`config.mk`:
```
export PLATFORM = sky130hd
export DESIGN_NAME = load_unit_flat
export DESIGN_NICKNAME = d
export VERILOG_FILES = /design/src/rtl/load_unit_if.sv /design/src/rtl/load_unit.sv /design/src/flat_wrapper.sv
export SDC_FILE = /design/constraint.sdc
export NUM_CORES = 1
export LEC_CHECK = 0
export CAP_MARGIN = 5
export CORE_MARGIN = 4
export CORE_UTILIZATION = 60
export DETAILED_ROUTE_END_ITERATION = 10
export DONT_BUFFER_PORTS = 1
export PLACE_DENSITY_LB_ADDON = 0.3
export SYNTH_ARGS = -nofsm -noshare
export SYNTH_HDL_FRONTEND = slang
export SYNTH_SLANG_ARGS = --single-unit
```
`constraint.sdc`:
```
create_clock -name clock -period 3.8 [get_ports clock]
set_clock_uncertainty 0.1 [all_clocks]
set_input_delay 0.57 -clock clock [delete_from_list [all_inputs] [get_ports clock]]
set_output_delay 0.57 -clock clock [all_outputs]
set_load 0.03 [all_outputs]
```
`src/rtl/load_unit_if.sv`:
```
// ============================================================================
// Module      : load_unit_if
// Description : Data-memory read channel between the load unit and memory.
//               Carries a valid/ready request (word address) and a valid-only
//               read response.
// Ports       : (interface signals)
//               mem_req_valid  - request valid, driven by the master
//               mem_req_addr   - word-aligned request address, master
//               mem_req_ready  - request accepted, driven by the slave
//               mem_rsp_valid  - read data valid, slave
//               mem_rsp_data   - read word (little-endian), slave
// Modports    : master (load unit side), slave (memory side)
// Revision    : 1.0 - initial release
// ============================================================================
`default_nettype none

interface load_unit_if;
  logic        mem_req_valid;
  logic [31:0] mem_req_addr;
  logic        mem_req_ready;
  logic        mem_rsp_valid;
  logic [31:0] mem_rsp_data;

  modport master (
    output mem_req_valid,
    output mem_req_addr,
    input  mem_req_ready,
    input  mem_rsp_valid,
    input  mem_rsp_data
  );

  modport slave (
    input  mem_req_valid,
    input  mem_req_addr,
    output mem_req_ready,
    output mem_rsp_valid,
    output mem_rsp_data
  );
endinterface

`default_nettype wire

```
`src/rtl/load_unit.sv`:
```
// ============================================================================
// Module      : load_unit
// Description : Multi-cycle load engine. A start pulse in IDLE issues a
//               word-aligned read, waits for the response, then extracts and
//               sign/zero-extends the addressed byte, halfword or word.
//               Misaligned or illegal loads raise a one-cycle error instead.
// Ports       : clock   - rising-edge clock
//               reset   - asynchronous active-low reset
//               start   - load request pulse (sampled only in IDLE)
//               addr    - byte address of the load
//               funct3  - load type (LB/LH/LW/LBU/LHU)
//               busy    - high whenever not IDLE
//               done    - one-cycle pulse, result valid
//               error   - one-cycle pulse: misaligned, illegal funct3, timeout
//               result  - extended load data, held until the next done
//               mem     - load_unit_if.master read channel
// Parameters  : TIMEOUT_CYCLES - maximum WAIT cycles (1..65535)
// Macro       : LOAD_TIMEOUT_EN - when defined, WAIT is bounded by
//               TIMEOUT_CYCLES and expiry reports error
// Revision    : 1.0 - initial release
// ============================================================================
`default_nettype none

module load_unit #(
  parameter int TIMEOUT_CYCLES = 255
) (
  input  logic        clock,
  input  logic        reset,
  input  logic        start,
  input  logic [31:0] addr,
  input  logic [2:0]  funct3,
  output logic        busy,
  output logic        done,
  output logic        error,
  output logic [31:0] result,
  load_unit_if.master mem
);

  localparam logic [2:0] c_LB  = 3'b000;
  localparam logic [2:0] c_LH  = 3'b001;
  localparam logic [2:0] c_LW  = 3'b010;
  localparam logic [2:0] c_LBU = 3'b100;
  localparam logic [2:0] c_LHU = 3'b101;

  typedef enum logic [1:0] {
    S_IDLE = 2'd0,
    S_REQ  = 2'd1,
    S_WAIT = 2'd2
  } state_t;

  // Elaboration-time guard on the timeout range.
  if (TIMEOUT_CYCLES < 1 || TIMEOUT_CYCLES > 65535) begin : g_timeout_range_check
    $error("load_unit: TIMEOUT_CYCLES must be within 1..65535");
  end

  state_t      state_q, state_d;
  logic [1:0]  addr_lo_q, addr_lo_d;   // only the byte offset is needed after REQ
  logic [2:0]  funct3_q, funct3_d;
  logic [31:0] result_q, result_d;
  logic        done_q, done_d;
  logic        error_q, error_d;
  logic        busy_q, busy_d;
  logic        req_valid_q, req_valid_d;
  logic [31:0] req_addr_q, req_addr_d;

`ifdef LOAD_TIMEOUT_EN
  localparam logic [15:0] c_TIMEOUT_LAST = 16'(TIMEOUT_CYCLES - 1);
  logic [15:0] cnt_q, cnt_d;
`endif

  logic        w_bad_load;
  logic [31:0] w_load_data;

  // Reject misaligned halfword/word loads and undefined funct3 encodings
  // before any memory traffic is generated.
  always_comb begin
    w_bad_load = 1'b0;
    case (funct3)
      c_LB, c_LBU: w_bad_load = 1'b0;
      c_LH, c_LHU: w_bad_load = addr[0];
      c_LW:        w_bad_load = (addr[1:0] != 2'b00);
      default:     w_bad_load = 1'b1;
    endcase
  end

  // Lane select and extension of the returned word.
  always_comb begin
    logic [7:0]  w_byte;
    logic [15:0] w_half;
    w_byte      = mem.mem_rsp_data[{addr_lo_q, 3'b000} +: 8];
    w_half      = mem.mem_rsp_data[{addr_lo_q[1], 4'b0000} +: 16];
    w_load_data = mem.mem_rsp_data;
    case (funct3_q)
      c_LB:    w_load_data = {{24{w_byte[7]}}, w_byte};
      c_LBU:   w_load_data = {24'd0, w_byte};
      c_LH:    w_load_data = {{16{w_half[15]}}, w_half};
      c_LHU:   w_load_data = {16'd0, w_half};
      default: w_load_data = mem.mem_rsp_data;
    endcase
  end

  // Next-state and registered-output logic.
  always_comb begin
    state_d     = state_q;
    addr_lo_d   = addr_lo_q;
    funct3_d    = funct3_q;
    result_d    = result_q;
    done_d      = 1'b0;
    error_d     = 1'b0;
    req_valid_d = req_valid_q;
    req_addr_d  = req_addr_q;
`ifdef LOAD_TIMEOUT_EN
    cnt_d       = cnt_q;
`endif

    case (state_q)
      S_IDLE: begin
        if (start) begin
          addr_lo_d = addr[1:0];
          funct3_d  = funct3;
          if (w_bad_load) begin
            error_d = 1'b1;
          end else begin
            state_d     = S_REQ;
            req_valid_d = 1'b1;
            req_addr_d  = {addr[31:2], 2'b00};
          end
        end
      end
      S_REQ: begin
        if (mem.mem_req_ready) begin
          state_d     = S_WAIT;
          req_valid_d = 1'b0;
`ifdef LOAD_TIMEOUT_EN
          cnt_d       = 16'd0;
`endif
        end
      end
      S_WAIT: begin
        // A response in the expiry cycle takes priority over the timeout.
        if (mem.mem_rsp_valid) begin
          result_d = w_load_data;
          done_d   = 1'b1;
          state_d  = S_IDLE;
        end
`ifdef LOAD_TIMEOUT_EN
        else if (cnt_q == c_TIMEOUT_LAST) begin
          error_d = 1'b1;
          state_d = S_IDLE;
        end else begin
          cnt_d = cnt_q + 16'd1;
        end
`endif
      end
      default: begin
        state_d     = S_IDLE;
        req_valid_d = 1'b0;
      end
    endcase

    // busy tracks the state being entered so it drops with done/error.
    busy_d = (state_d != S_IDLE);
  end

  always_ff @(posedge clock or negedge reset) begin
    if (!reset) begin
      state_q     <= S_IDLE;
      addr_lo_q   <= 2'b00;
      funct3_q    <= 3'b000;
      result_q    <= 32'd0;
      done_q      <= 1'b0;
      error_q     <= 1'b0;
      busy_q      <= 1'b0;
      req_valid_q <= 1'b0;
      req_addr_q  <= 32'd0;
`ifdef LOAD_TIMEOUT_EN
      cnt_q       <= 16'd0;
`endif
    end else begin
      state_q     <= state_d;
      addr_lo_q   <= addr_lo_d;
      funct3_q    <= funct3_d;
      result_q    <= result_d;
      done_q      <= done_d;
      error_q     <= error_d;
      busy_q      <= busy_d;
      req_valid_q <= req_valid_d;
      req_addr_q  <= req_addr_d;
`ifdef LOAD_TIMEOUT_EN
      cnt_q       <= cnt_d;
`endif
    end
  end

  assign busy              = busy_q;
  assign done              = done_q;
  assign error             = error_q;
  assign result            = result_q;
  assign mem.mem_req_valid = req_valid_q;
  assign mem.mem_req_addr  = req_addr_q;

endmodule

`default_nettype wire
```
`src/flat_wrapper.sv`:
```
// flat-port wrapper written by rule: the top's interface ports become plain ports
module load_unit_flat 
#(
  parameter int TIMEOUT_CYCLES = 255
)
  (clock, reset, start, addr, funct3, busy, done, error, result, mem_mem_req_valid, mem_mem_req_addr, mem_mem_req_ready, mem_mem_rsp_valid, mem_mem_rsp_data);
  load_unit_if mem_i ();
  input  logic clock;
  input  logic reset;
  input  logic start;
  input  logic [31:0] addr;
  input  logic [2:0] funct3;
  output logic busy;
  output logic done;
  output logic error;
  output logic [31:0] result;
  output wire logic [$bits(mem_i.mem_req_valid)-1:0] mem_mem_req_valid;
  output wire logic [$bits(mem_i.mem_req_addr)-1:0] mem_mem_req_addr;
  input wire logic [$bits(mem_i.mem_req_ready)-1:0] mem_mem_req_ready;
  input wire logic [$bits(mem_i.mem_rsp_valid)-1:0] mem_mem_rsp_valid;
  input wire logic [$bits(mem_i.mem_rsp_data)-1:0] mem_mem_rsp_data;
  assign mem_mem_req_valid = mem_i.mem_req_valid;
  assign mem_mem_req_addr = mem_i.mem_req_addr;
  assign mem_i.mem_req_ready = mem_mem_req_ready;
  assign mem_i.mem_rsp_valid = mem_mem_rsp_valid;
  assign mem_i.mem_rsp_data = mem_mem_rsp_data;
  load_unit #(.TIMEOUT_CYCLES(TIMEOUT_CYCLES)) u_core (.clock(clock), .reset(reset), .start(start), .addr(addr), .funct3(funct3), .busy(busy), .done(done), .error(error), .result(result), .mem(mem_i));
endmodule
```
Word level (Yosys, flattened, before mapping)
Cells that the tools add are included.
{ "word_totals": {"input_bits": 72, "reg_bits": 73, "output_inout_bits": 68} }
{ "classes": {"reduce_logical": 11, "n_eq_ne": 12, "n_shift": 2, "mux": 16, "bitwise": 2} }
{ "op_table": {"columns": ["op", "count"], "rows": [
  ["32-bit one-hot mux with 4 select lines", 1],
  ["32-bit by 6-bit variable part select with 16-bit output", 1],
  ["32-bit by 6-bit variable part select with 8-bit output", 1],
  ["3-bit == test (second input constant)", 4],
  ["1-bit two-way mux", 8],
  ["2-bit two-way mux", 4],
  ["3-bit by 1-bit == test with 1-bit output (second input constant)", 2],
  ["3-bit logical NOT", 2],
  ["2-bit != test (second input constant)", 3],
  ["1-bit one-hot mux with 3 select lines", 2],
  ["2-bit one-hot mux with 3 select lines", 1],
  ["2-bit AND reduction", 2],
  ["4-bit AND reduction", 1],
  ["2-bit nonzero test", 2],
  ["2-bit OR reduction", 2],
  ["3-bit by 2-bit == test with 1-bit output (second input constant)", 1],
  ["3-bit AND reduction", 1],
  ["2-bit by 1-bit == test with 1-bit output (second input constant)", 1],
  ["2-bit == test (second input constant)", 1],
  ["2-bit logical NOT", 1],
  ["1-bit inverter", 2]
]} }

Depth between registers and ports, before layout
{ "depth": {"depth_word": 7, "ltp_mapped": 6, "mapped_depth_nobuf": 4} }

Worst setup path after synthesis
Ideal clock, no wire load.
{ "synth_timing": {"kind": "input port to flip-flop", "startpoint": "in funct3[0]", "endpoint": "reg u_core.req_addr_q[10], in the netlist u_core.mem.mem_req_addr[10]", "required_time_ns": 3.575, "cell_stages": 4, "path_buffers": 1, "path_slack_ns": 1.989, "arrival_time_ns": 1.586, "setup_ns": 0.125, "cell_sequence": "o41ai_2 > nand2_2 > buf_6 > mux2_4"} }
{ "synth_via": {"elab_chain_len": 5} }
{ "synth_lines": {"columns": ["item", "line_no", "source"], "rows": [
  ["from (decl)", "flat_wrapper.sv:12", "input logic [2:0] funct3;"],
  ["3-bit by 1-bit == test with 1-bit output, or another cell as far along", "load_unit.sv:78", "case (funct3)"],
  ["2-bit OR reduction", "load_unit.sv:78", null],
  ["1-bit one-hot mux with 3 select lines *", "load_unit.sv:78", null],
  ["1-bit inverter (no source line) *", null, null],
  ["3-bit AND reduction (no source line) *", null, null],
  ["to (signal assigned)", "load_unit.sv:188", "req_addr_q <= req_addr_d;"],
  ["to (decl)", "load_unit.sv:64", "logic [31:0] req_addr_q, req_addr_d;"]
]} }
Every way passes the cells marked *; elsewhere a longest branch is shown, timed or not.
A chain may end at the register's enable or synchronous reset.

Final worst setup path
{ "layout_timing": {"startpoint": "reg u_core.addr_lo_q[1]", "endpoint": "reg u_core.result_q[11], in the netlist u_core.result[11]"} }
{ "layout_via": {"elab_chain_len": 2} }
{ "layout_lines": {"columns": ["item", "line_no", "source"], "rows": [
  ["from (decl)", "load_unit.sv:57", "logic [1:0] addr_lo_q, addr_lo_d;"],
  ["from (signal assigned)", "load_unit.sv:181", "addr_lo_q <= addr_lo_d;"],
  ["32-bit by 6-bit variable part select with 16-bit output / 32-bit by 6-bit variable part select with 8-bit output (equally long branches)", "load_unit.sv:91, load_unit.sv:90", null],
  ["32-bit one-hot mux with 4 select lines *", "load_unit.sv:93", "case (funct3_q)"],
  ["to (signal assigned)", "load_unit.sv:183", "result_q <= result_d;"],
  ["to (decl)", "load_unit.sv:59", "logic [31:0] result_q, result_d;"]
]} }
Marks and branches as above.

==> impl_metrics.yaml <==
placement:
  dpl.hpwl_um: 5450
  port_buffers: 0
  placed_area_sq_mm: 0.00337
  dp.cells: 352
  gp_congestion: 0.809
power_and_ir_drop:
  power_leakage_nw: 1.68
  peakVddDrop_mv: 0.430
  pwr-share-seq_pct: 60.9
  p_comb_share_pct: 19.7
  power_switching_share_pct: 44.9
  p_int_mw: 1.82
  pwr_density_cell_mw_per_mm2: 914
  fin_total_pwr_mw: 3.30
  clock_power_share_pct: 19.5
  p_sw_mw: 1.48
yosys:
  ys_seq_area_share_pct: 53.9
  ys_warn_count: 0
  ys_top_cells_by_area: "dfrtp_1, mux2_4, nand2_1"
  synth_flop_cell: "dfrtp_1"
  synth_cells: 297
  yosysMostFrequentCell: "dfrtp_1"
  yosys_register_bits: 73
  synth-async-reset-ratio_pct: 100
  synth.top_cells.by_count: "dfrtp_1, nand2_1, mux2_4, nor2_1, a21oi_1"
  yosysUniqueCellTypes: 40
  syn_area_sq_mm: 0.00339
  avgSynthCellArea_sq_um: 11.4
  synth-edff-count: 0
  synth.largest_area_cell: "dfrtp_1"
  synth_top_area_share_pct: 53.9
die:
  dieWidth_um: 83.2
  start_util_pct: 61.6
  die-area_sq_mm: 0.00692
  row_count: 27
  core_area_sq_mm: 0.00551
  die_y_um: 83.2
  ios: 140
cells_and_area:
  stdcell_area_sq_mm: 0.00360
  area_growth_pct: 6.27
  layout-drive-gt1-share_pct: 21.2
  finalNetCount: 364
  antennaDiodeCount: 0
  multi_input_area_sq_mm: 0.00141
  seq_area_sq_mm: 0.00183
  stdcell_count: 369
  nFillCells: 442
clock_tree:
  cts_tree: "done"
  clock_path_buffers: 2
  post_cts_resized: 0
  path_clk_slew_ns: 0.07
  tritoncts.num_buffers: 9
  cts_max_level: 3
  cts_root_buf: "clkbuf_8"
  worstSkewPairLatency_ns: 0.34
  cts.sinks: 73
grt:
  first_global_vias: 2337
  gr-total-overflow: 0
  grt_max_degree: 74
  grt_antenna_before_repair: 0
  grt_pass1_wl_um: 12300
  grt_usage_pct: 22.7
worst_setup_path:
  required_ns: 3.89
  critPathCaptureType: "register"
  crit_fanout: 20
  start_kind: "register"
  cp.arrival_ns: 2.38
  path_class: "reg -> reg"
sta:
  timing.hold.ws_ns: 0.0183
  max_freq_mhz: 436
  min_period_ns: 2.30
  setup_tns_ns: 0
  hold_viol: 0
  setup_viol: 0
  worstMarginPinSlew_ns: 1.00
  relSlewSlack_pct: 32.9
  timing.final.crit_share_pct: 60.4
  rsz0062_at_grt: "false"
  slew_violations: 0
drt:
  vias: 2200
  avgViaCountPerCell: 5.96
  wire_per_inst_um: 20.9
  wl_um: 7700
  dr.pass1.iters: 4
  final_antenna_net_count: 0
  drc: 0
  first_iter_violations: 151
outcome:
  status: "completed"
hold_path:
  hold_path_class: "in -> async"
run:
  maxCapViolCount: 0
==> per-stage QoR <==
step | setup WS, ns | util (%)
2_1_floorplan | 1.99 | -
3_3_place_gp | 1.49 | 61.1
3_5_place_dp | 1.40 | 61.1
4_1_cts | 1.53 | 65.5
5_1_grt | 1.32 | 65.5
6_report | 1.50 | 65.5
==> metal layers <==
metal | vias to the layer above | GRT usage (%) | wire [um]
met2 | 92 | 36.4 | 3820
li1 | 1020 | - | -
met1 | 1076 | 27.7 | 3000
met3 | 12 | 7.94 | 732
met4 | 0 | 10.1 | 139
met5 | - | 0 | 0
==> cell usage in the layout (no fill, tap or decap), types with 3 or more instances in the layout <==
cell type,instances
nand2b_1,6
inv_1,7
a221oi_1,4
dfrtp_1,73
clkbuf_8,9
nor2_1,26
mux2_2,12
mux2_4,27
clkinv_2,3
nand2_1,40
a22oi_1,6
a21oi_1,22
o22ai_1,4
o21ai_0,21
==> critical path, stage by stage (launching register included) <==
cell and delay [ns]:
dfrtp_1 0.79, mux4_2 0.64, a211oi_2 0.44, a22oi_1 0.17
==> path summary, 6_finish.rpt <==
path | start | to | slack (ns) | cells past startpoint
setup / recovery | u_core.addr_lo_q[1] | u_core.result[11] | 1.50 | 3
max in group asynchronous | reset | u_core.mem.mem_req_addr[23] | 3.30 | 1
setup reg to reg | u_core.addr_lo_q[1] | u_core.result[11] | 1.50 | 3
hold / removal | reset | u_core.result[3] | 0.02 | 1
min in group clock | mem_mem_rsp_valid | u_core.state_q[1] | 0.22 | 1
hold reg to reg | u_core.funct3_q[2] | u_core.funct3_q[2] | 0.51 | 1
==> repair_timing <==
action / 4_1_cts / 5_1_grt
hold endpoints to repair: 73 / 0
buffers inserted: 0 / 0
hold buffers: 1 / 0
==> final cells by class <==
class / count / share of cell area [%]
clock inverter: 6 / 2.29
inverter: 8 / 0.833
timing repair buffer: 2 / 0.972
sequential: 73 / 50.7
tap: 72 / 2.50
clock buffer: 10 / 3.54
multi-input combinational: 198 / 39.2
==> logic make-up (layout without fill, tap and decap cells) <==
| group | Yosys count | after routing | synth area share [%] |
|---|---|---|---|
| buf+inv | 27 | 26 | 4.61 |
| other cells | 1 | 2 | 0.111 |
| compound gates | 71 | 71 | 13.4 |
| simple gates | 83 | 83 | 10.8 |
| flops | 73 | 73 | 53.9 |
| mux | 42 | 42 | 17.2 |
==> power groups by stage <==
stage	Clock [mW]	Sequential, mW	Combinational (mW)
6_report	0.641	2.01	0.648
5_1_grt	0.693	2.05	0.730
4_1_cts	0.656	2.01	0.655
3_5_place_dp	0	2.03	0.633
3_3_place_gp	0	2.02	0.603
2_1_floorplan	0	1.88	0.618
==> state kept, by name (all words and copies together), names as in the netlist <==
name                      flops
u_core.result                32
u_core.mem.mem_req_addr      30
u_core.funct3_q               3
u_core.addr_lo_q              2
u_core.state_q                2
u_core.busy                   1
u_core.done                   1
u_core.error                  1
u_core.mem.mem_req_valid      1
Note: power is estimated with default switching activity, not from simulation.
